$ cat src/rtl/fetch_stage.sv
`default_nettype none
// ============================================================================
// Module   : fetch_stage
// Purpose  : DLX instruction-fetch stage with the IF/ID pipeline register.
//            Holds the fetch PC, drives the instruction-memory request and
//            captures the returned word (or a NOP bubble) into IF/ID together
//            with pc+4 and the should_be_killed flag seen by decode.
// Ports    :
//   clk                   in   rising-edge clock
//   reset                 in   asynchronous active-high reset
//   imem_addr      [31:0] out  fetch address (combinationally = pc)
//   imem_req              out  fetch request (high unless reset or halt)
//   imem_rdata     [0:31] in   instruction word, bit 0 = opcode MSB
//   imem_ready            in   imem_rdata valid for imem_addr this cycle
//   branch_taken          in   decode redirect
//   branch_target  [31:0] in   decode redirect target (used unaligned as-is)
//   stall                 in   decode stall: re-fetch current PC
//   kill_next_instruction in   decode kill for the word captured this cycle
//   halt                  in   freeze PC and IF/ID
//   pc             [31:0] out  current fetch PC
//   id_instr       [0:31] out  IF/ID instruction
//   id_pc_plus_four[31:0] out  IF/ID fetch address + 4
//   id_kill               out  IF/ID should_be_killed
// Revision : 1.0 - initial release
// ============================================================================
module fetch_stage #(
  parameter logic [31:0] RESET_PC  = 32'h0000_0000,
  parameter logic [31:0] NOP_INSTR = 32'h0000_0015
) (
  input  logic        clk,
  input  logic        reset,
  output logic [31:0] imem_addr,
  output logic        imem_req,
  input  logic [0:31] imem_rdata,
  input  logic        imem_ready,
  input  logic        branch_taken,
  input  logic [31:0] branch_target,
  input  logic        stall,
  input  logic        kill_next_instruction,
  input  logic        halt,
  output logic [31:0] pc,
  output logic [0:31] id_instr,
  output logic [31:0] id_pc_plus_four,
  output logic        id_kill
);

  logic [31:0] pc_q, pc_d;
  logic [0:31] id_instr_q, id_instr_d;
  logic [31:0] id_pc_plus_four_q, id_pc_plus_four_d;
  logic        id_kill_q, id_kill_d;
  logic [31:0] pc_plus_four;

  // 32-bit modulo increment; 0xFFFF_FFFC wraps to 0.
  assign pc_plus_four = pc_q + 32'd4;

  always_comb begin
    pc_d              = pc_q;
    id_instr_d        = id_instr_q;
    id_pc_plus_four_d = id_pc_plus_four_q;
    id_kill_d         = id_kill_q;

    if (!halt) begin
      // IF/ID: a memory miss becomes a killed NOP bubble, which also swallows
      // any kill request raised in the same cycle.
      id_pc_plus_four_d = pc_plus_four;
      if (imem_ready) begin
        id_instr_d = imem_rdata;
        id_kill_d  = kill_next_instruction;
      end else begin
        id_instr_d = NOP_INSTR;
        id_kill_d  = 1'b1;
      end

      // PC: redirect beats stall, stall beats advance; a miss simply waits.
      if (branch_taken) begin
        pc_d = branch_target;
      end else if (stall) begin
        pc_d = pc_q;
      end else if (imem_ready) begin
        pc_d = pc_plus_four;
      end
    end
  end

  always_ff @(posedge clk or posedge reset) begin
    if (reset) begin
      pc_q              <= RESET_PC;
      id_instr_q        <= NOP_INSTR;
      id_pc_plus_four_q <= RESET_PC;
      id_kill_q         <= 1'b1;
    end else begin
      pc_q              <= pc_d;
      id_instr_q        <= id_instr_d;
      id_pc_plus_four_q <= id_pc_plus_four_d;
      id_kill_q         <= id_kill_d;
    end
  end

  assign imem_addr       = pc_q;
  assign imem_req        = ~reset & ~halt;
  assign pc              = pc_q;
  assign id_instr        = id_instr_q;
  assign id_pc_plus_four = id_pc_plus_four_q;
  assign id_kill         = id_kill_q;

endmodule
`default_nettype wire

$ cat config.mk
export PLATFORM = sky130hd
export DESIGN_NAME = fetch_stage
export DESIGN_NICKNAME = d
export VERILOG_FILES = /design/src/rtl/fetch_stage.sv
export SDC_FILE = /design/constraint.sdc
export NUM_CORES = 1
export LEC_CHECK = 0
export ABC_AREA = 0
export BUFFER_PORTS_ARGS = -buffer_cell sky130_fd_sc_hd__clkbuf_2
export CAP_MARGIN = 20
export CORE_UTILIZATION = 50
export DETAILED_ROUTE_END_ITERATION = 10
export HOLD_SLACK_MARGIN = 0.12
export PLACE_DENSITY = 0.81
export SYNTH_ARGS = -nofsm -noshare
export SYNTH_HDL_FRONTEND = slang
export SYNTH_SLANG_ARGS = --single-unit
$ cat constraint.sdc
create_clock -name clk -period 3.5 [get_ports clk]
set_input_delay 0.35 -clock clk [delete_from_list [all_inputs] [get_ports clk]]
set_output_delay 0.35 -clock clk [all_outputs]
set_load 0.02 [all_outputs]
==> results.yml, run 1 <==
timing:
  rsz0062_at_grt: "no"
  hold_viol_final: 0
  drv_slew: 0
  setup_viol: 0
  tightest_slew_ns: 0.781
  fin_crit_ns: 2.43
  max_slew_margin: 0.475
  finalSetupTns_ns: 0
  fin_worst_skew_ns: 0.00750
  fmax_mhz: 411
  min_period_over_period: 0.694
  holdWs_ns: 0.178
pwr:
  switching_share: 0.387
  ir_drop_v: 0.000254
  powerDensity_nw_per_um2: 511
  p_seq_frac: 0.461
  p_sw_uw: 1240
  p_comb_frac: 0.295
  p_leak_uw: 0.00298
  p_int_uw: 1960
  power_frac_clock: 0.244
synth:
  syn_inst: 550
  synth_flop_cell: "dfrtp_1"
  syn_area_per_cell_um2: 9.50
  async_flop_share: 1.00
  ys_warn_count: 0
  synthesis.nets: 622
  netlist.area_leader.share: 0.446
  syn_area_um2: 5220
  synth_edf_count: 0
  yosysSeqAreaShare: 0.466
  yosysUniqueCellTypes: 54
  yosysTopAreaCell: "dfrtp_1"
  synth_area_leaders: "dfrtp_1 (45%), buf_4 (5.3%), a22o_1 (5.0%)"
  synth-seq-cells: 97
grt:
  grt_max_degree: 65
  globalRouteOverflowTotal: 0
  antenna_found_initial: 0
  grt_pass1_vias: 4520
  gr-usage-all-layers: 0.265
  grt_pass1_wl_um: 23200
hold_path:
  hp-class: "in -> reg"
outcome:
  status: "finished clean"
die:
  start_util: 0.525
  die-area_um2: 10900
  io_pins: 201
  core_um2: 9950
  num_rows: 36
  die_y_um: 104
  die_w_um: 104
clock_network:
  cts_buffers: 9
  cts_tree: "done"
  cts.sinks: 97
  root_buffer: "clkbuf_8"
  clk_path_buf_depth: 2
  clk_latency_ns: 0.37
  h-tree-depth: 3
  clk_pin_slew_worst_paths_ns: 0.10
  cts_resized: 0
final_layout:
  drive_gt1_frac: 0.351
  stdcell_count: 828
  multiInputGateArea_um2: 2270
  diodes: 0
  final_common_cell: "clkbuf_2"
  synthToLayoutAreaGrowth_pct: 19.6
  fillers: 845
  nNetsFinal: 762
  mostFrequentLayoutCells: "clkbuf_2 (200), dfrtp_1 (93), nor2_1 (36)"
  seqCellArea_um2: 2430
route:
  first_pass_iters: 5
  vias: 4926
  drt_iter0_markers: 456
  antenna_left: 0
  routedWlPerCell_um: 17.2
  wl_um: 14300
  drc_errors: 0
  viasPerCell: 5.95
critical_path:
  cp-end-kind: "flip-flop"
  critPathKind: "reg -> reg"
  critical_path_required_ns: 3.80
  cp-start-kind: "flip-flop"
  crit_path_max_fanout: 20
  worst_ep_arrival_time_ns: 2.73
placed_design:
  portBuffers: 200
  gp_congestion: 0.854
  dp.cells: 809
  dp_hpwl_um: 9940
job:
  max_cap_viol_count: 0
-- layer usage --
| metal | vias up | wire [um] | GRT usage |
|---|---|---|---|
| met4 | 0 | 188 | 0.0827 |
| met5 | - | 0 | 0 |
| li1 | 2287 | - | - |
| met2 | 246 | 6800 | 0.418 |
| met3 | 16 | 1180 | 0.0595 |
| met1 | 2377 | 6080 | 0.364 |
-- per-stage QoR --
step | worst slack (ns) | power, uW | utilization | instance area (um^2)
floorplan | 0.623 | 2150 | - | 5220
global placement | 1.24 | 2400 | 0.602 | 5990
detailed placement | 1.12 | 2420 | 0.602 | 5990
CTS | 1.09 | 3190 | 0.623 | 6200
global route | 0.835 | 3350 | 0.628 | 6250
finish | 1.07 | 3190 | 0.628 | 6250
-- synthesized netlist by cell type (10+ instances only) --
library cell and n:
dfrtp_1 93, buf_4 37, nor2_1 36, clkbuf_1 32, nand2_1 32, a21oi_1 30
a22o_1 30, o21ai_0 27, nand3_1 24, nand4_1 24, and3_1 22, inv_1 11
a31oi_1 10
-- logic make-up after synthesis --
group	share of synthesized area
and+or+nand+nor	0.200
buffers and inverters	0.0994
adders and majority gates	0.00240
AOI/OAI and AO/OA	0.201
muxes	0.0127
DFF	0.466
xor gates and xnor gates	0.0184
-- what timing repair did --
action / CTS / global route
buffers inserted: 0 / 0
hold buffers: 1 / 0
endpoints found under the hold margin: 36 / 0
-- worst paths after layout --
path                               startpoint             endpoint  slack, ns  cells past startpoint
hold reg to reg            id_pc_plus_four[5]   id_pc_plus_four[5]       0.50                      2
max in group asynchronous               reset         id_instr[29]       2.11                      4
setup / recovery                 imem_addr[2]  id_pc_plus_four[20]       1.07                      5
min in group asynchronous               reset   id_pc_plus_four[9]       0.56                      3
setup reg to reg                 imem_addr[2]  id_pc_plus_four[20]       1.07                      5
hold / removal                 imem_rdata[24]         id_instr[24]       0.18                      2
-- cell type report --
cell class / instances / area share
clock inverter: 7 / 0.0132
multi-input combinational: 358 / 0.364
clock buffer: 9 / 0.0198
sequential: 97 / 0.389
tap: 133 / 0.0266
timing repair buffer: 212 / 0.179
inverter: 12 / 0.00761
-- registers in the layout (all words and copies together), names as in the netlist --
name / cells
id_pc_plus_four: 32
id_instr: 32
id_kill: 1
imem_addr: 32
-- worst max-delay path: stages, from the launching register on --
cell,delay (ns)
dfrtp_1,0.48
ha_1,0.29
and2_0,0.34
nand4_2,0.44
or4_1,0.63
a31oi_1,0.18
-- power by group through the flow --
| stage | sequential [uW] | clock, uW | combinational (uW) |
|---|---|---|---|
| 2_1_floorplan | 1610 | 0 | 544 |
| 3_5_place_dp | 1490 | 0 | 935 |
| 4_1_cts | 1470 | 786 | 938 |
| 5_1_grt | 1500 | 833 | 1020 |
| 3_3_place_gp | 1470 | 0 | 922 |
| 6_report | 1470 | 779 | 943 |
No activity file was read; power rests on OpenSTA's default activity.
==> run 2, diff against run 1 <==
==> constraint.sdc (replaced) <==
create_clock -name clk -period 2.3 [get_ports clk]
set_input_delay 0.23 -clock clk [delete_from_list [all_inputs] [get_ports clk]]
set_output_delay 0.23 -clock clk [all_outputs]
set_load 0.02 [all_outputs]
==> run 2 against run 1 <==
Compared with the run above: wire length increased by 11%; via count is 6.8% higher; hold slack got worse by 0.021 ns; worst setup slack worse by 0.91 ns; sequential power increased by 50%; register-to-register slack worse by 0.91 ns; clock-buffer cell count unchanged; maximum frequency up 13%; power increased by 51%; first-iteration DRC count shrank 19%; sequential share of layout area fell by 2.7 points; clock power up 35%; largest cell class unchanged.
==> results.yml, run 2 (same netlist as run 1, synthesis figures left out) <==
clock_network:
  clk_path_buf_depth: 2
  cts_tree: "done"
  root_buffer: "clkbuf_8"
  cts_setup_buffers: 0
  clk_latency_ns: 0.37
  cts.sinks: 97
  h-tree-depth: 3
  cts_buffers: 9
  clk_pin_slew_worst_paths_ns: 0.10
die:
  die_w_um: 104
  die-area_um2: 10900
  die_y_um: 104
  num_rows: 36
  io_pins: 201
  core_um2: 9950
  start_util: 0.525
critical_path:
  crit_slowest_cell: "nor4_1"
  critPathKind: "reg -> reg"
  r2r_slack_ns: 0.16
  ff2ff_path_depth: 4
  cp-end-kind: "flip-flop"
  critical_path_required_ns: 2.56
  worst_ep_arrival_time_ns: 2.40
  crit-reg2reg-launch: "imem_addr[10]"
  worstPathCellList: "nand4_1, nor4_1, a211o_1, nand3_1"
  cp-start-kind: "flip-flop"
  slowest_delay_ns: 0.82
  crit_path_max_fanout: 10
  r2r_end: "id_pc_plus_four[31]"
timing:
  fin_worst_skew_ns: 0.00470
  fin_crit_ns: 2.14
  finalSetupTns_ns: 0
  tightest_slew_ns: 0.810
  hold_viol_final: 0
  setup_viol: 0
  holdWs_ns: 0.158
  max_slew_margin: 0.455
  fmax_mhz: 466
  min_period_over_period: 0.932
  drv_slew: 0
  fin_ws_ns: 0.156
route:
  routedWlPerCell_um: 17.9
  antenna_left: 0
  drc_errors: 0
  drt_iter0_markers: 369
  vias: 5260
  wl_um: 15800
  first_pass_iters: 4
  viasPerCell: 5.97
grt:
  gr-usage-all-layers: 0.292
  antenna_found_initial: 0
  grt_pass1_wl_um: 25300
  grt_pass1_vias: 4930
  grt_max_degree: 98
  globalRouteOverflowTotal: 0
placed_design:
  dp_hpwl_um: 10700
  dp_slack_ns: 0.0529
  portBuffers: 200
  gp_congestion: 0.865
hold_path:
  hp-class: "in -> reg"
  min-delay-start: "branch_target[9]"
  whs_endpoint: "imem_addr[9]"
  whs_path_depth: 3
pwr:
  ir_drop_v: 0.000465
  powerDensity_nw_per_um2: 720
  p_leak_uw: 0.00318
  p_total_uw: 4830
final_layout:
  drive_gt1_frac: 0.350
  final_util: 0.674
  diodes: 0
  nNetsFinal: 815
  mostFrequentLayoutCells: "clkbuf_2 (200), dfrtp_1 (93), dlygate4sd3_1 (37)"
  final_common_cell: "clkbuf_2"
  synthToLayoutAreaGrowth_pct: 28.5
  fillers: 797
outcome:
  status: "finished clean"
job:
  max_cap_viol_count: 0
==> run 2: changes by cell type in the layout (fill, tap and decap cells not counted) <==
cell           previous run  this run
nand4_4                   0         1
and2_2                    0         1
and2_0                    1         0
bufinv_16                 1         0
nand4_2                   2         1
buf_12                    0         1
buf_16                    1         0
clkinv_4                  0         3
inv_8                     2         0
inv_4                     1         0
inv_6                     2         1
buf_4                     9        26
dlygate4sd3_1             1        37
clkinvlp_4                1         3
==> run 2: worst max path at each step <==
stage | start | end | slack (ns) | cells past startpoint
3_3_place_gp | imem_addr[3] | id_pc_plus_four[30] | 0.19 | 5
6_report | imem_addr[10] | id_pc_plus_four[31] | 0.16 | 4
2_1_floorplan | imem_addr[2] | id_pc_plus_four[20] | 0.24 | 6
4_1_cts | imem_addr[3] | id_pc_plus_four[20] | 0.02 | 5
5_1_grt | imem_addr[8] | id_pc_plus_four[25] | -0.009 | 4
3_5_place_dp | imem_addr[3] | id_pc_plus_four[20] | 0.05 | 5
==> run 2: report_power, final <==
| group | internal (uW) | leakage (uW) | switching (uW) |
|---|---|---|---|
| Clock | 401 | 0.0000858 | 644 |
| Sequential | 1940 | 0.00114 | 264 |
| Combinational | 592 | 0.00195 | 997 |
==> run 2: what timing repair did <==
action                                  in CTS  in global routing
resized for setup                            0                  3
endpoints found under the setup margin       0                 15
hold buffers                                37                  0
hold endpoints to repair                   129                  0
==> run 2: critical path: cells and delay by family, from the launching register on <==
| kind | cells | cell delay [ns] |
|---|---|---|
| AO/OA/AOI/OAI | 1 | 0.23 |
| AND/OR/NAND/NOR | 3 | 1.27 |
| flip-flops | 1 | 0.54 |
==> run 2: layout make-up <==
cell class / instances / area, um^2 / share of cell area
Inverter: 12 / 48.8 / 0.00727
Clock inverter: 7 / 55.1 / 0.00820
Sequential cell: 97 / 2430 / 0.362
Timing Repair Buffer: 265 / 1600 / 0.239
Tap cell: 133 / 166 / 0.0248
Clock buffer: 9 / 124 / 0.0185
Multi-Input combinational cell: 358 / 2280 / 0.340
==> run 2: routing by layer <==
| metal | share of wire | vias to the layer above | track usage |
|---|---|---|---|
| met5 | 0 | - | 0 |
| met4 | 0.033 | 0 | 0.141 |
| met3 | 0.062 | 44 | 0.0407 |
| met2 | 0.49 | 267 | 0.481 |
| met1 | 0.41 | 2545 | 0.380 |
| li1 | - | 2404 | - |
==> run 2: metrics by stage <==
step | cells | area (um^2)
floorplan | 550 | 5230
CTS | 880 | 6690
finish | 881 | 6710
detailed placement | 827 | 6140
global route | 881 | 6710
global placement | 827 | 6140
